File: config.mk
export PLATFORM = sky130hd
export DESIGN_NAME = stream_downsizer
export DESIGN_NICKNAME = d
export VERILOG_FILES = /design/src/rtl/stream_pkg.sv /design/src/rtl/stream_downsizer.sv
export SDC_FILE = /design/constraint.sdc
export NUM_CORES = 1
export LEC_CHECK = 0
export BUFFER_PORTS_ARGS = -buffer_cell sky130_fd_sc_hd__buf_4
export CAP_MARGIN = 20
export CORE_MARGIN = 1
export CORE_UTILIZATION = 52
export CTS_CLUSTER_DIAMETER = 100
export DETAILED_ROUTE_END_ITERATION = 16
export PLACE_DENSITY = 0.91
export SYNTH_ARGS = -nofsm -noshare
export SYNTH_HDL_FRONTEND = slang
export SYNTH_SLANG_ARGS = --single-unit
export TNS_END_PERCENT = 10
File: constraint.sdc
create_clock -name clk -period 3.1 [get_ports clk]
set_clock_uncertainty 0.15 [all_clocks]
set_input_delay 0.775 -clock clk [delete_from_list [all_inputs] [get_ports clk]]
set_output_delay 0.775 -clock clk [all_outputs]
set_load 0.1 [all_outputs]
File: src/rtl/stream_pkg.sv
// Shared definitions for the stream pipeline stages.
// Later stream stages add their state enums to this package.
package stream_pkg;

  typedef enum logic [0:0] {
    DS_IDLE = 1'b0,
    DS_BUSY = 1'b1
  } ds_state_e;

endpackage : stream_pkg

File: src/rtl/stream_downsizer.sv
// Splits each wide word from the upstream FIFO into up to Ratio narrow beats, lowest slice first.
// Back-to-back words run without bubbles, and flush_i drops the held word together with the FIFO.
module stream_downsizer
  import stream_pkg::*;
#(
  parameter int NarrowWidth = 16,
  parameter int Ratio       = 4,
  localparam int WideWidth  = NarrowWidth * Ratio,
  localparam int LenWidth   = $clog2(Ratio + 1)
) (
  input  logic                   clk,
  input  logic                   rst,
  input  logic                   flush_i,
  input  logic                   in_vld_i,
  input  logic [WideWidth-1:0]   in_payload_i,
  input  logic [LenWidth-1:0]    in_len_i,
  output logic                   in_rdy_o,
  output logic                   out_vld_o,
  output logic [NarrowWidth-1:0] out_payload_o,
  output logic                   out_last_o,
  input  logic                   out_rdy_i
);

  ds_state_e             state_q, w_state_d;
  logic [WideWidth-1:0]  word_q, w_word_d;
  logic [LenWidth-1:0]   len_q, w_len_d;
  logic [LenWidth-1:0]   idx_q, w_idx_d;

  logic                   w_busy;
  logic                   w_in_fire;
  logic                   w_out_fire;
  logic [LenWidth-1:0]    w_len_eff;
  logic [NarrowWidth-1:0] w_slice;

  assign w_busy = (state_q == DS_BUSY);

  // Lengths above Ratio are clamped so idx_q never walks past the last slice.
  assign w_len_eff = (in_len_i > LenWidth'(Ratio)) ? LenWidth'(Ratio) : in_len_i;

  always_comb begin
    // NOTE: every variable written here gets a default first so no latch is inferred.
    w_slice = '0;
    for (int k = 0; k < Ratio; k++) begin
      if (idx_q == LenWidth'(k)) w_slice = word_q[k*NarrowWidth +: NarrowWidth];
    end
  end

  assign out_vld_o     = w_busy;
  assign out_payload_o = w_busy ? w_slice : '0;
  assign out_last_o    = w_busy & (idx_q == (len_q - LenWidth'(1)));

  // Combinational out_rdy_i -> in_rdy_o lets a new word load on the last beat with no bubble.
  assign in_rdy_o   = !rst & !flush_i & (!w_busy | (out_last_o & out_rdy_i));
  assign w_in_fire  = in_vld_i & in_rdy_o;
  assign w_out_fire = out_vld_o & out_rdy_i;

  always_comb begin
    w_state_d = state_q;
    w_word_d  = word_q;
    w_len_d   = len_q;
    w_idx_d   = idx_q;

    if (flush_i) begin
      w_state_d = DS_IDLE;
      w_idx_d   = '0;
    end else begin
      if (w_out_fire) begin
        if (out_last_o) w_state_d = DS_IDLE;
        else            w_idx_d   = idx_q + LenWidth'(1);
      end
      // A zero-length word is consumed without touching the held state.
      if (w_in_fire && (w_len_eff != '0)) begin
        w_word_d  = in_payload_i;
        w_len_d   = w_len_eff;
        w_idx_d   = '0;
        w_state_d = DS_BUSY;
      end
    end
  end

  // NOTE: word_q is a plain datapath register, so it is reset along with the control state.
  always_ff @(posedge clk or posedge rst) begin
    if (rst) begin
      state_q <= DS_IDLE;
      word_q  <= '0;
      len_q   <= '0;
      idx_q   <= '0;
    end else begin
      // NOTE: non-blocking assignments keep every register updating from pre-edge values.
      state_q <= w_state_d;
      word_q  <= w_word_d;
      len_q   <= w_len_d;
      idx_q   <= w_idx_d;
    end
  end

endmodule : stream_downsizer
==> impl_metrics.tcl <==
set metrics [dict create \
    tritoncts "done" \
    tightestPinTransition_ns 0.8823 \
    syn_area_um2 3411 \
    synth-async-reset-ratio 1.000 \
    result_of_the_run "complete, but fails checks" \
    cts.path.max_buffers 2 \
    setup_slack_ns -0.06120 \
    drive_above_1_share 0.5745 \
    critical_path.reg2reg.startpoint "len_q[0]" \
    violated_checks "negative setup slack" \
    detail_route.wl_per_cell_um 20.44 \
    ff2ff_path_depth 7 \
    max-vdd-ir-drop_v 0.0003750 \
    leakage_uw 0.002087 \
    max_cap_viol_count 0 \
    path_class "reg2out" \
    gp_congestion 0.8509 \
    final-instance-count-excl-fill 446 \
    ys.warnings.count 0 \
    fin_crit_sh 1.020 \
    antenna_found_initial 0 \
    num_rows 29 \
    grt_pass1_wl_um 14630 \
    vias_per_cell 5.996 \
    antenna-diode-count 0 \
    die-width_um 82.99 \
    total_cts_buffers 9 \
    finish.instance_area_um2 4806 \
    hold-path-endpoint "word_q[34]" \
    ctsHtreeMaxLevel 3 \
    fmax_mhz 316.3 \
    number_of_enable_type_register_cells_in_the_synthesized_netlist 0 \
    vias 2674 \
    hpwl_um 5912 \
    regToRegEndpoint "word_q[48]" \
    die_height_um 82.99 \
    timing.critical_path.fanout_max 16 \
    grt_pass1_vias 2770 \
    antenna_violating_nets_post_route 0 \
    final_cell_mix "sky130_fd_sc_hd__buf_4, sky130_fd_sc_hd__dfrtp_1, sky130_fd_sc_hd__mux2_2" \
    post_dp_cell_area_um2 4344 \
    cp-start-kind "flip-flop" \
    dr.pass1.iters 5 \
    critical_path.endpoint_type "output port" \
    worst-endpoint-required_ns 2.17 \
    coreArea_um2 6350 \
    mostFrequentLayoutCell "sky130_fd_sc_hd__buf_4" \
    die_area_um2 6887 \
    cts_sinks 71 \
    post_synthesis_simple_gate_area_fraction 0.05429 \
    clk-insertion-delay-late_ns 0.34 \
    area_growth_pct 40.90 \
    boundaryPins 91 \
    fillers 358 \
    pwr_density_cell_nw_per_um2 613.9 \
    synth_compound_area_frac 0.1280 \
    globalRouteTotalUtil 0.2740 \
    dominant_combinational_cell_family_by_area_after_synthesis "multiplexers" \
    detailedRoute.firstIterationViolations 155 \
    clkSlewWorstSetupHoldPaths_ns 0.07 \
    timing.max_slew.rel_slack 0.4118 \
    clockRootBuffer "sky130_fd_sc_hd__clkbuf_8" \
    number_of_port_buffers 90 \
    synthCells 270 \
    synthFlopType "sky130_fd_sc_hd__dfrtp_1" \
    hold_path_cell_cnt 1 \
    hold_violations 0 \
    min_from "word_q[34]" \
    setup_viol 4 \
    gr-total-overflow 0 \
    finalMaxSlewViolations 0 \
    yosysSeqAreaShare 0.5209 \
    fin_total_pwr_uw 2950 \
    syn_area_per_cell_um2 12.63 \
    synth.ff_latch_count 71 \
    min_path_type "reg2reg" \
    yosys.cell_types.count 32 \
    design.final.nets 442 \
    synth.net_count 348 \
    grt_start_max_net_pins 72 \
    crit_slowest_cell "sky130_fd_sc_hd__dfrtp_1" \
    dp_cells 427 \
    wl_um 9117 \
    yosys-mux-area-fraction 0.2197 \
    cp_slowest_stage_delay_ns 0.40 \
    period_needed_ns 3.161 \
    remaining_drc_errors 0 \
    cp.arrival_ns 2.24 \
    initial_core_util 0.5371 \
    rsz0062_at_grt "yes" \
    ff2ff_setup_slack_ns 0.46 \
    yosys.area_share.xor_xnor 0.01687 \
    path_cells "inv_1 -> ha_2 -> nor2b_1 -> buf_4 -> a221o_1 -> o21ai_0 -> o21ai_4 -> buf_12" \
    synth_fa_ha_area_frac 0.02201 \
]
-- how the worst max path moves through the flow --
stage               cells after the start                 to      from  slack, ns
global placement                        8  out_payload_o[14]  idx_q[0]       0.32
finish                                  8  out_payload_o[11]  idx_q[1]      -0.06
floorplan                               5         out_last_o  len_q[0]      -0.18
detailed placement                      8   out_payload_o[5]  idx_q[1]       0.26
global route                            8  out_payload_o[11]  idx_q[1]      -0.13
CTS                                     6           in_rdy_o  len_q[0]      -0.08
-- power by group --
group	switching [µW]	internal, µW
Sequential	157	1150
Combinational	459	442
Clock	367	377
-- sequential cells by signal, indices dropped and copies added (netlist names) --
| register | cells |
|---|---|
| word_q | 64 |
| len_q | 3 |
| out_vld_o | 1 |
| idx_q | 3 |
-- layer usage --
| layer | global-route usage | vias up | wire length, µm | share of wire |
|---|---|---|---|---|
| met5 | 0 | - | 0 | 0 |
| met4 | 0.1207 | 0 | 260 | 0.029 |
| met3 | 0.04771 | 20 | 373 | 0.041 |
| met2 | 0.4329 | 92 | 4581 | 0.50 |
| met1 | 0.3740 | 1375 | 3902 | 0.43 |
| li1 | - | 1187 | - | - |
-- kinds of logic (layout without fill, tap and decap cells) --
family | count (synthesis) | in the layout
multiplexers | 65 | 65
AND/OR/NAND/NOR | 36 | 36
XOR/XNOR | 5 | 5
flip-flops | 71 | 71
adder cells (fa/ha/maj) | 6 | 6
AO/OA/AOI/OAI | 58 | 58
buffers and inverters | 29 | 128
-- through the flow --
step           utilization  setup TNS [ns]  hold WS (ns)  setup slack [ns]
3_3_place_gp        0.6841               0        0.3336            0.3220
6_report            0.7568         -0.1035        0.3673          -0.06120
3_5_place_dp        0.6841               0        0.3387            0.2564
5_1_grt             0.7568          -1.075        0.3797           -0.1345
4_1_cts             0.7429         -0.1846        0.3571          -0.07602
2_1_floorplan            -         -0.4317        0.3253           -0.1752
-- synthesized netlist by cell type, types with 2 or more instances --
master / n / area [µm²]
sky130_fd_sc_hd__nor3_1: 4 / 20.02
sky130_fd_sc_hd__o21ai_1: 3 / 15.01
sky130_fd_sc_hd__dfrtp_1: 71 / 1777
sky130_fd_sc_hd__buf_6: 2 / 22.52
sky130_fd_sc_hd__nand3_1: 19 / 95.09
sky130_fd_sc_hd__inv_1: 11 / 41.29
sky130_fd_sc_hd__xor2_1: 3 / 26.28
sky130_fd_sc_hd__o21ai_0: 30 / 150.1
sky130_fd_sc_hd__nor3b_1: 2 / 15.01
sky130_fd_sc_hd__mux2_4: 5 / 75.07
sky130_fd_sc_hd__nand2_1: 3 / 11.26
sky130_fd_sc_hd__ha_1: 6 / 75.07
sky130_fd_sc_hd__a221o_1: 16 / 160.2
sky130_fd_sc_hd__clkbuf_1: 11 / 41.29
sky130_fd_sc_hd__nor2_1: 4 / 15.01
sky130_fd_sc_hd__buf_2: 5 / 25.02
sky130_fd_sc_hd__mux2_2: 59 / 664.4
sky130_fd_sc_hd__nor2b_1: 2 / 12.51
-- worst max-delay path: cells and delay by family (launching register included) --
kind | cells | cell delay, ns
AND/OR/NAND/NOR | 1 | 0.18
buffers and inverters | 3 | 0.54
AO/OA/AOI/OAI | 3 | 0.54
flip-flops | 1 | 0.40
adder cells (fa/ha/maj) | 1 | 0.22
-- final cells by class --
type / count / area (µm²) / share of cell area
Timing Repair Buffer: 101 / 982.2 / 0.2044
Clock buffer: 10 / 127.6 / 0.02656
Tap cell: 77 / 96.34 / 0.02005
Sequential cell: 71 / 1780 / 0.3705
Inverter: 11 / 45.04 / 0.009373
Clock inverter: 6 / 70.07 / 0.01458
Multi-Input combinational cell: 170 / 1704 / 0.3546
-- what timing repair did --
item | in CTS | in global routing
hold buffers | 0 | 0
cloned | 0 | 1
resized for setup | 43 | 29
pin swaps | 0 | 9
setup buffers | 1 | 1
setup endpoints to repair | 17 | 18
Power figures use the tool's default switching activity.
